`config.mk`:
```
export PLATFORM = sky130hd
export DESIGN_NAME = serial_subtractor_flat
export DESIGN_NICKNAME = d
export VERILOG_FILES = /design/src/rtl/serial_subtractor_pkg.sv /design/src/rtl/serial_subtractor_if.sv /design/src/rtl/serial_subtractor_fs_cell.sv /design/src/rtl/serial_subtractor.sv /design/src/flat_wrapper.sv
export SDC_FILE = /design/constraint.sdc
export NUM_CORES = 1
export LEC_CHECK = 0
export ABC_AREA = 0
export CAP_MARGIN = 0
export CORE_MARGIN = 2
export CORE_UTILIZATION = 45
export DETAILED_ROUTE_END_ITERATION = 8
export PLACE_DENSITY = 0.72
export SYNTH_ARGS = -nofsm -noshare
export SYNTH_HDL_FRONTEND = slang
export SYNTH_HIERARCHICAL = 1
export SYNTH_SLANG_ARGS = --single-unit
```
`constraint.sdc`:
```
create_clock -name clk -period 3.4 [get_ports clk]
set_input_delay 0.51 -clock clk [delete_from_list [all_inputs] [get_ports clk]]
set_output_delay 0.51 -clock clk [all_outputs]
set_load 0.005 [all_outputs]
```
`src/rtl/serial_subtractor_pkg.sv`:
```
// Shared types and defaults for the bit-serial subtractor (package sersub_pkg).
package sersub_pkg;

    typedef enum logic [1:0] {
        ST_IDLE = 2'd0,
        ST_RUN  = 2'd1,
        ST_DONE = 2'd2
    } sersub_state_t;

    localparam int SERSUB_DEFAULT_WIDTH = 5;

endpackage

```
`src/rtl/serial_subtractor_if.sv`:
```
// Handshake/data bundle between the io wrapper (master) and the subtractor (slave).
// zero_o exists only when SERSUB_ZERO_FLAG_EN is defined.
interface serial_subtractor_if
    import sersub_pkg::*;
#(
    parameter int WIDTH = SERSUB_DEFAULT_WIDTH
);
    logic             start_i;
    logic             a_i;
    logic             b_i;
    logic             diff_o;
    logic             diff_vld_o;
    logic             busy_o;
    logic             done_o;
    logic             borrow_o;
    logic [WIDTH-1:0] result_o;
`ifdef SERSUB_ZERO_FLAG_EN
    logic             zero_o;

    modport master (
        output start_i, a_i, b_i,
        input  diff_o, diff_vld_o, busy_o, done_o, borrow_o, result_o, zero_o
    );
    modport slave (
        input  start_i, a_i, b_i,
        output diff_o, diff_vld_o, busy_o, done_o, borrow_o, result_o, zero_o
    );
`else
    modport master (
        output start_i, a_i, b_i,
        input  diff_o, diff_vld_o, busy_o, done_o, borrow_o, result_o
    );
    modport slave (
        input  start_i, a_i, b_i,
        output diff_o, diff_vld_o, busy_o, done_o, borrow_o, result_o
    );
`endif
endinterface

```
`src/rtl/serial_subtractor_fs_cell.sv`:
```
// Combinational 1-bit full subtractor: d = a - b - bin, with borrow out.
module sersub_fs_cell (
    input  logic a,
    input  logic b,
    input  logic bin,
    output logic d,
    output logic bout
);
    assign d    = a ^ b ^ bin;
    assign bout = (~a & b) | (~(a ^ b) & bin);
endmodule

```
`src/rtl/serial_subtractor.sv`:
```
// Bit-serial A - B, operands LSB first; streams the difference and assembles it in parallel.
// Optional zero flag built when SERSUB_ZERO_FLAG_EN is defined.
module serial_subtractor
    import sersub_pkg::*;
#(
    parameter int WIDTH = SERSUB_DEFAULT_WIDTH
) (
    input  logic                clk,
    input  logic                rst,
    serial_subtractor_if.slave  bus
);
    localparam int CNT_W = (WIDTH > 1) ? $clog2(WIDTH) : 1;
    localparam logic [CNT_W-1:0] LAST_CNT = CNT_W'(WIDTH - 1);

    sersub_state_t    r_state;
    logic [CNT_W-1:0] r_cnt;
    logic             r_borrow;
    logic             r_diff;
    logic             r_diff_vld;
    logic             r_borrow_out;
    logic [WIDTH-1:0] r_result;

    logic             w_d;
    logic             w_bout;
    logic [WIDTH-1:0] w_result_next;

    sersub_fs_cell u_cell (
        .a    (bus.a_i),
        .b    (bus.b_i),
        .bin  (r_borrow),
        .d    (w_d),
        .bout (w_bout)
    );

    // New bits enter at the MSB so the LSB-first stream lands in place after WIDTH shifts.
    assign w_result_next = {w_d, r_result[WIDTH-1:1]};

    always_ff @(posedge clk or posedge rst) begin
        if (rst) begin
            r_state      <= ST_IDLE;
            r_cnt        <= '0;
            r_borrow     <= 1'b0;
            r_diff       <= 1'b0;
            r_diff_vld   <= 1'b0;
            r_borrow_out <= 1'b0;
            r_result     <= '0;
        end else begin
            case (r_state)
                ST_IDLE: begin
                    r_diff_vld <= 1'b0;
                    if (bus.start_i) begin
                        r_state  <= ST_RUN;
                        r_cnt    <= '0;
                        r_borrow <= 1'b0;
                        r_result <= '0;
                    end
                end
                ST_RUN: begin
                    r_diff     <= w_d;
                    r_diff_vld <= 1'b1;
                    r_borrow   <= w_bout;
                    r_result   <= w_result_next;
                    r_cnt      <= r_cnt + 1'b1;
                    if (r_cnt == LAST_CNT) begin
                        r_state      <= ST_DONE;
                        r_borrow_out <= w_bout;
                    end
                end
                default: begin
                    r_diff_vld <= 1'b0;
                    r_state    <= ST_IDLE;
                end
            endcase
        end
    end

`ifdef SERSUB_ZERO_FLAG_EN
    logic r_zero;

    always_ff @(posedge clk or posedge rst) begin
        if (rst) begin
            r_zero <= 1'b0;
        end else if (r_state == ST_IDLE && bus.start_i) begin
            r_zero <= 1'b0;
        end else if (r_state == ST_RUN && r_cnt == LAST_CNT) begin
            r_zero <= (w_result_next == '0);
        end
    end

    assign bus.zero_o = r_zero;
`endif

    assign bus.diff_o     = r_diff;
    assign bus.diff_vld_o = r_diff_vld;
    assign bus.busy_o     = (r_state == ST_RUN);
    assign bus.done_o     = (r_state == ST_DONE);
    assign bus.borrow_o   = r_borrow_out;
    assign bus.result_o   = r_result;

endmodule

```
`src/flat_wrapper.sv`:
```
// flat-port wrapper written by rule: the top's interface ports become plain ports
module serial_subtractor_flat import sersub_pkg::*;
#(
    parameter int WIDTH = SERSUB_DEFAULT_WIDTH
)
  (clk, rst, bus_start_i, bus_a_i, bus_b_i, bus_diff_o, bus_diff_vld_o, bus_busy_o, bus_done_o, bus_borrow_o, bus_result_o);
  serial_subtractor_if #(.WIDTH(WIDTH)) bus_i ();
  input  logic clk;
  input  logic rst;
  input wire logic [$bits(bus_i.start_i)-1:0] bus_start_i;
  input wire logic [$bits(bus_i.a_i)-1:0] bus_a_i;
  input wire logic [$bits(bus_i.b_i)-1:0] bus_b_i;
  output wire logic [$bits(bus_i.diff_o)-1:0] bus_diff_o;
  output wire logic [$bits(bus_i.diff_vld_o)-1:0] bus_diff_vld_o;
  output wire logic [$bits(bus_i.busy_o)-1:0] bus_busy_o;
  output wire logic [$bits(bus_i.done_o)-1:0] bus_done_o;
  output wire logic [$bits(bus_i.borrow_o)-1:0] bus_borrow_o;
  output wire logic [$bits(bus_i.result_o)-1:0] bus_result_o;
  assign bus_i.start_i = bus_start_i;
  assign bus_i.a_i = bus_a_i;
  assign bus_i.b_i = bus_b_i;
  assign bus_diff_o = bus_i.diff_o;
  assign bus_diff_vld_o = bus_i.diff_vld_o;
  assign bus_busy_o = bus_i.busy_o;
  assign bus_done_o = bus_i.done_o;
  assign bus_borrow_o = bus_i.borrow_o;
  assign bus_result_o = bus_i.result_o;
  serial_subtractor #(.WIDTH(WIDTH)) u_core (.clk(clk), .rst(rst), .bus(bus_i));
endmodule
```
Yosys cells after proc, flatten, opt, wreduce, memory -nomap -nowiden
Index checks and enable logic that the tools add are counted.

storage, ports and cells
  bits in registers = 14
  bits in latches = 0
  bits in writable memories = 0
  ROM bits = 0
  bits of input ports = 5
  output and inout bits = 10
  word-level logic and storage cells = 35
  memories kept = 0

operators by class
  $add $sub $neg = 1
  $mul = 0
  div/mod/pow operators = 0
  order comparisons = 0
  eq/ne operators = 5
  shift-type cells = 0
  mux-type cells = 10
  bitwise gates (word level) = 7
  reduce and logical (&&, ||, !) cells = 5

operators with widths
  operator               number
  $pmux W5 S2            1
  $pmux W3 S2            1
  $reduce_and A2 Y1      3
  $mux W5                1
  $mux W2                2
  $pmux W2 S2            1
  $add A3 B1 Y3 const B  1
  $eq A3 B3 Y1 const B   1
  $mux W3                1
  $and A1 B1 Y1          2
  $eq A2 B1 Y1 const B   1
  $eq A2 B2 Y1 const B   1
  $logic_not A2 Y1       1
  $mux W1                2
  $ne A2 B1 Y1 const B   1
  $ne A2 B2 Y1 const B   1
  $not A1 Y1             2
  $pmux W1 S2            1
  $reduce_bool A2 Y1     1
  $xor A1 B1 Y1          2
  $or A1 B1 Y1           1

Longest topological paths before layout
  depth after elaboration = 5
  depth in mapped cells = 4
  gate-level depth less buffers = 4

Cells and area by module
Netlist, hierarchy kept.

modules (own cells, without submodules)
  module             times used  cells each  area each (µm²)  seq. area each (µm²)
  serial_subtractor  1           39          569.3            350.3
  sersub_fs_cell     1           4           31.3             0.0

Least setup slack after synthesis
OpenSTA, ideal clock, no wires.

  path type = input to register
  start = input port bus_b_i
  end = register u_core.r_diff (netlist: u_core/bus.diff_o)
  library setup time = 125 ps
  arrival time = 1255 ps
  required time = 3275 ps
  slack = 2020 ps
  stages = 3
  buffers on the path = 0
  cell sequence = inv_1 -> fa_1 -> mux2_4

between the ends
  word-level cells in the longest chain between the ends = 2

ends and longest elaborated chain
  what                        line                            text
  from (decl)                 flat_wrapper.sv:12              input wire logic [$bits(bus_i.b_i)-1:0] bus_b_i;
  $xor A1 B1 Y1 (2 in a row)  serial_subtractor_fs_cell.sv:9  assign d = a ^ b ^ bin;
  via u_core.w_d              serial_subtractor.sv:23         logic w_d;
  to (signal assigned)        serial_subtractor.sv:59         r_diff <= w_d;
  to (decl)                   serial_subtractor.sv:18         logic r_diff;

The timed path passes the listed nets, and every way through them passes these cells.
A chain may end at the register's enable or synchronous reset.

Worst setup path in the final report
  start = register u_core.r_state[0]
  end = output port bus_busy_o

between the ends
  word-level cells in the longest chain between the ends = 1

ends and longest elaborated chain
  what                    line                     text
  from (decl)             serial_subtractor.sv:15  sersub_state_t r_state;
  from (signal assigned)  serial_subtractor.sv:40  r_state <= ST_IDLE;
  from (signal assigned)  serial_subtractor.sv:52  r_state <= ST_RUN;
  from (signal assigned)  serial_subtractor.sv:65  r_state <= ST_DONE;
  $eq A2 B1 Y1            serial_subtractor.sv:95  assign bus.busy_o = (r_state == ST_RUN);
  to (decl)               flat_wrapper.sv:15       output wire logic [$bits(bus_i.busy_o)-1:0] bus_busy_o;

No other way between the ends.

==> run metrics <==
HPWL Detailed=669 um; vias per inst=5.09; Final Cycle Share=66.5%; Area Overhead vs Synth=28.3%; synthesized net count=51; first-pass GRT wire length=1.33 mm; Max Cap Viol=0; hold_ws=500 ps; clock root cell=clkbuf_4; final setup TNS=0 ps; Fmax=442 MHz; Crit path required time=2890 ps; Pins Over Slew Limit=0; Reg2Reg Capture Point=u_core/bus.diff_o$_DFFE_PP0P_; Final min period=2260 ps; status=finished, final reports clean; CTS tree=yes; final hold violations=0; Seq/Total Area, Yosys=58.3%; Min-Delay Path Class=flop to flop; Die Wd=40.5 um; post-CTS sizing=0; H-tree levels=1; RSZ-0062 raised after global routing=no; routed wire length=944 um; most area-hungry cell type in the Yosys netlist=dfrtp_1; Skew-Pair Late Insertion Delay=270 ps; worst-margin pin slew=510 ps; PortBufs=14; Core ar.=1270 um^2; height of the die=40.5 um; gr usage total=13.0%; WL/cell=12.8 um; initial detailed-routing violation count=14; antenna violations before repair=0; Sink Count=14; Slew headroom=66.0%; VDD IR max=0.447 mV; Hold Crit Start=u_core/bus.result_o[0]$_DFFE_PP0P_; worst r2r src=u_core/r_state[0]$_DFFE_PP0P_; Cells on Worst Hold Path=1; Hold Buf Count CTS=0; post-synth cell types=16; PwrDens=924 nW/um^2; Worst Setup End Kind=output pin; initial core utilization=47.3%; CTS Buf Count=3; Synthesis Warnings=6; R2R setup slack=2050 ps; post-synth top area share=58.3%; share of layout cells above drive strength 1=13.6%; endpoints failing setup=0; CP Launch Type=flop; Worst Hold End=u_core/bus.result_o[0]$_DFFE_PP0P_; Cell Area, Synth=601 um^2; Avg Inst Size Synth=14.0 um^2; Vias=377; grt ovf=0; I/O pin total=15; GPL Wtd Cong=0.643; Fin Clk Skew=2.32 ps; Crit Path Class=flop to output pin; Layout Nets=69; R2R depth=2; Area contributors post-synth=dfrtp_1 58%, a22o_1 10%, inv_1 4.4%; CP Max Fanout=11; largest net degree at the start of global routing=15; Ant. Diodes=0; critical path arrival=1750 ps; # rows=13; most frequent cells in the layout=14 x clkdlybuf4s50_1, 14 x dfrtp_1, 7 x a22o_1, 7 x inv_1, 3 x clkbuf_4; Pre-Repair DR Iteration Count=4; DRC=0; Post-CTS Setup Inserts=0; leakage=0.373 nW; Die ar.=1640 um^2; Max clock buf depth=2; antenna-violating nets left=0; Synth Register Bits=14; number of global-route vias before repair=325; Clock transition at path regs=80 ps; Cells after Synth=43
-- metal layers --
metal	vias to the layer above	track usage (%)	share of wire [%]
li1	183	-	-
met1	181	19.4	52
met2	13	15.5	41
met3	0	5.00	6.9
met4	0	7.50	0
met5	-	0	0
-- power breakdown --
group          switching (W)  internal, W   total, W
sequential         0.0000558     0.000245   0.000300
combinational       0.000117     0.000207   0.000324
clock              0.0000471    0.0000409  0.0000881
total               0.000220     0.000492   0.000712
-- sequential cells by signal, indices dropped and copies added, names as in the netlist --
signal,count
u_core/bus.result_o,5
u_core/r_borrow,1
u_core/r_cnt,3
u_core/bus.diff_vld_o,1
u_core/r_state,2
u_core/bus.diff_o,1
u_core/bus.borrow_o,1
-- stage by stage --
step / total power, W / area (um^2) / worst slack, ps / utilization [%] / instances
after global routing: 0.000763 / 771 / 1010 / 60.7 / 74
after floorplan: 0.000495 / 601 / 2020 / - / 43
after detailed placement: 0.000628 / 748 / 1430 / 59.0 / 71
after CTS: 0.000718 / 771 / 1140 / 60.7 / 74
after global placement: 0.000621 / 748 / 1470 / 59.0 / 71
final: 0.000712 / 771 / 1140 / 60.7 / 74
-- worst max-delay path, cell delays in order (launching register included) --
cell	delay (ps)
dfrtp_1	440
nor2b_2	450
clkdlybuf4s50_1	590
-- cells by family (layout without fill, tap and decap cells) --
logic type | count (synthesis) | count (layout) | synth area share [%]
buf+inv | 8 | 24 | 6.25
mux | 3 | 3 | 6.25
simple gates | 5 | 5 | 7.08
fa+ha+maj | 3 | 3 | 7.50
compound gates | 10 | 10 | 14.6
flops | 14 | 14 | 58.3
-- cell usage after synthesis --
master / count
a31oi_1: 1
mux2_4: 1
mux2_2: 2
nor4bb_1: 1
a22o_1: 7
fa_1: 1
o21bai_2: 1
ha_1: 2
dfrtp_1: 14
buf_6: 1
nand4b_1: 1
inv_1: 7
a211o_1: 1
nor2b_2: 1
nor2b_1: 1
and3b_1: 1
-- area by class of cell --
cell class	instances	area, um^2
Multi-Input combinational cell	21	213
Timing Repair Buffer	14	140
Clock buffer	3	22.5
Fill cell	108	498
Sequential cell	14	350
Inverter	7	26.3
Tap cell	15	18.8
-- worst max-delay path by stage --
| stage | from | end | slack, ps |
|---|---|---|---|
| floorplan | bus_b_i | u_core/bus.diff_o$_DFFE_PP0P_ | 2020 |
| global placement | u_core/r_state[0]$_DFFE_PP0P_ | bus_busy_o | 1470 |
| detailed placement | u_core/r_state[0]$_DFFE_PP0P_ | bus_busy_o | 1430 |
| CTS | u_core/r_state[0]$_DFFE_PP0P_ | bus_busy_o | 1140 |
| global route | u_core/r_state[0]$_DFFE_PP0P_ | bus_busy_o | 1010 |
| finish | u_core/r_state[0]$_DFFE_PP0P_ | bus_busy_o | 1140 |
Power figures use the tool's default switching activity.
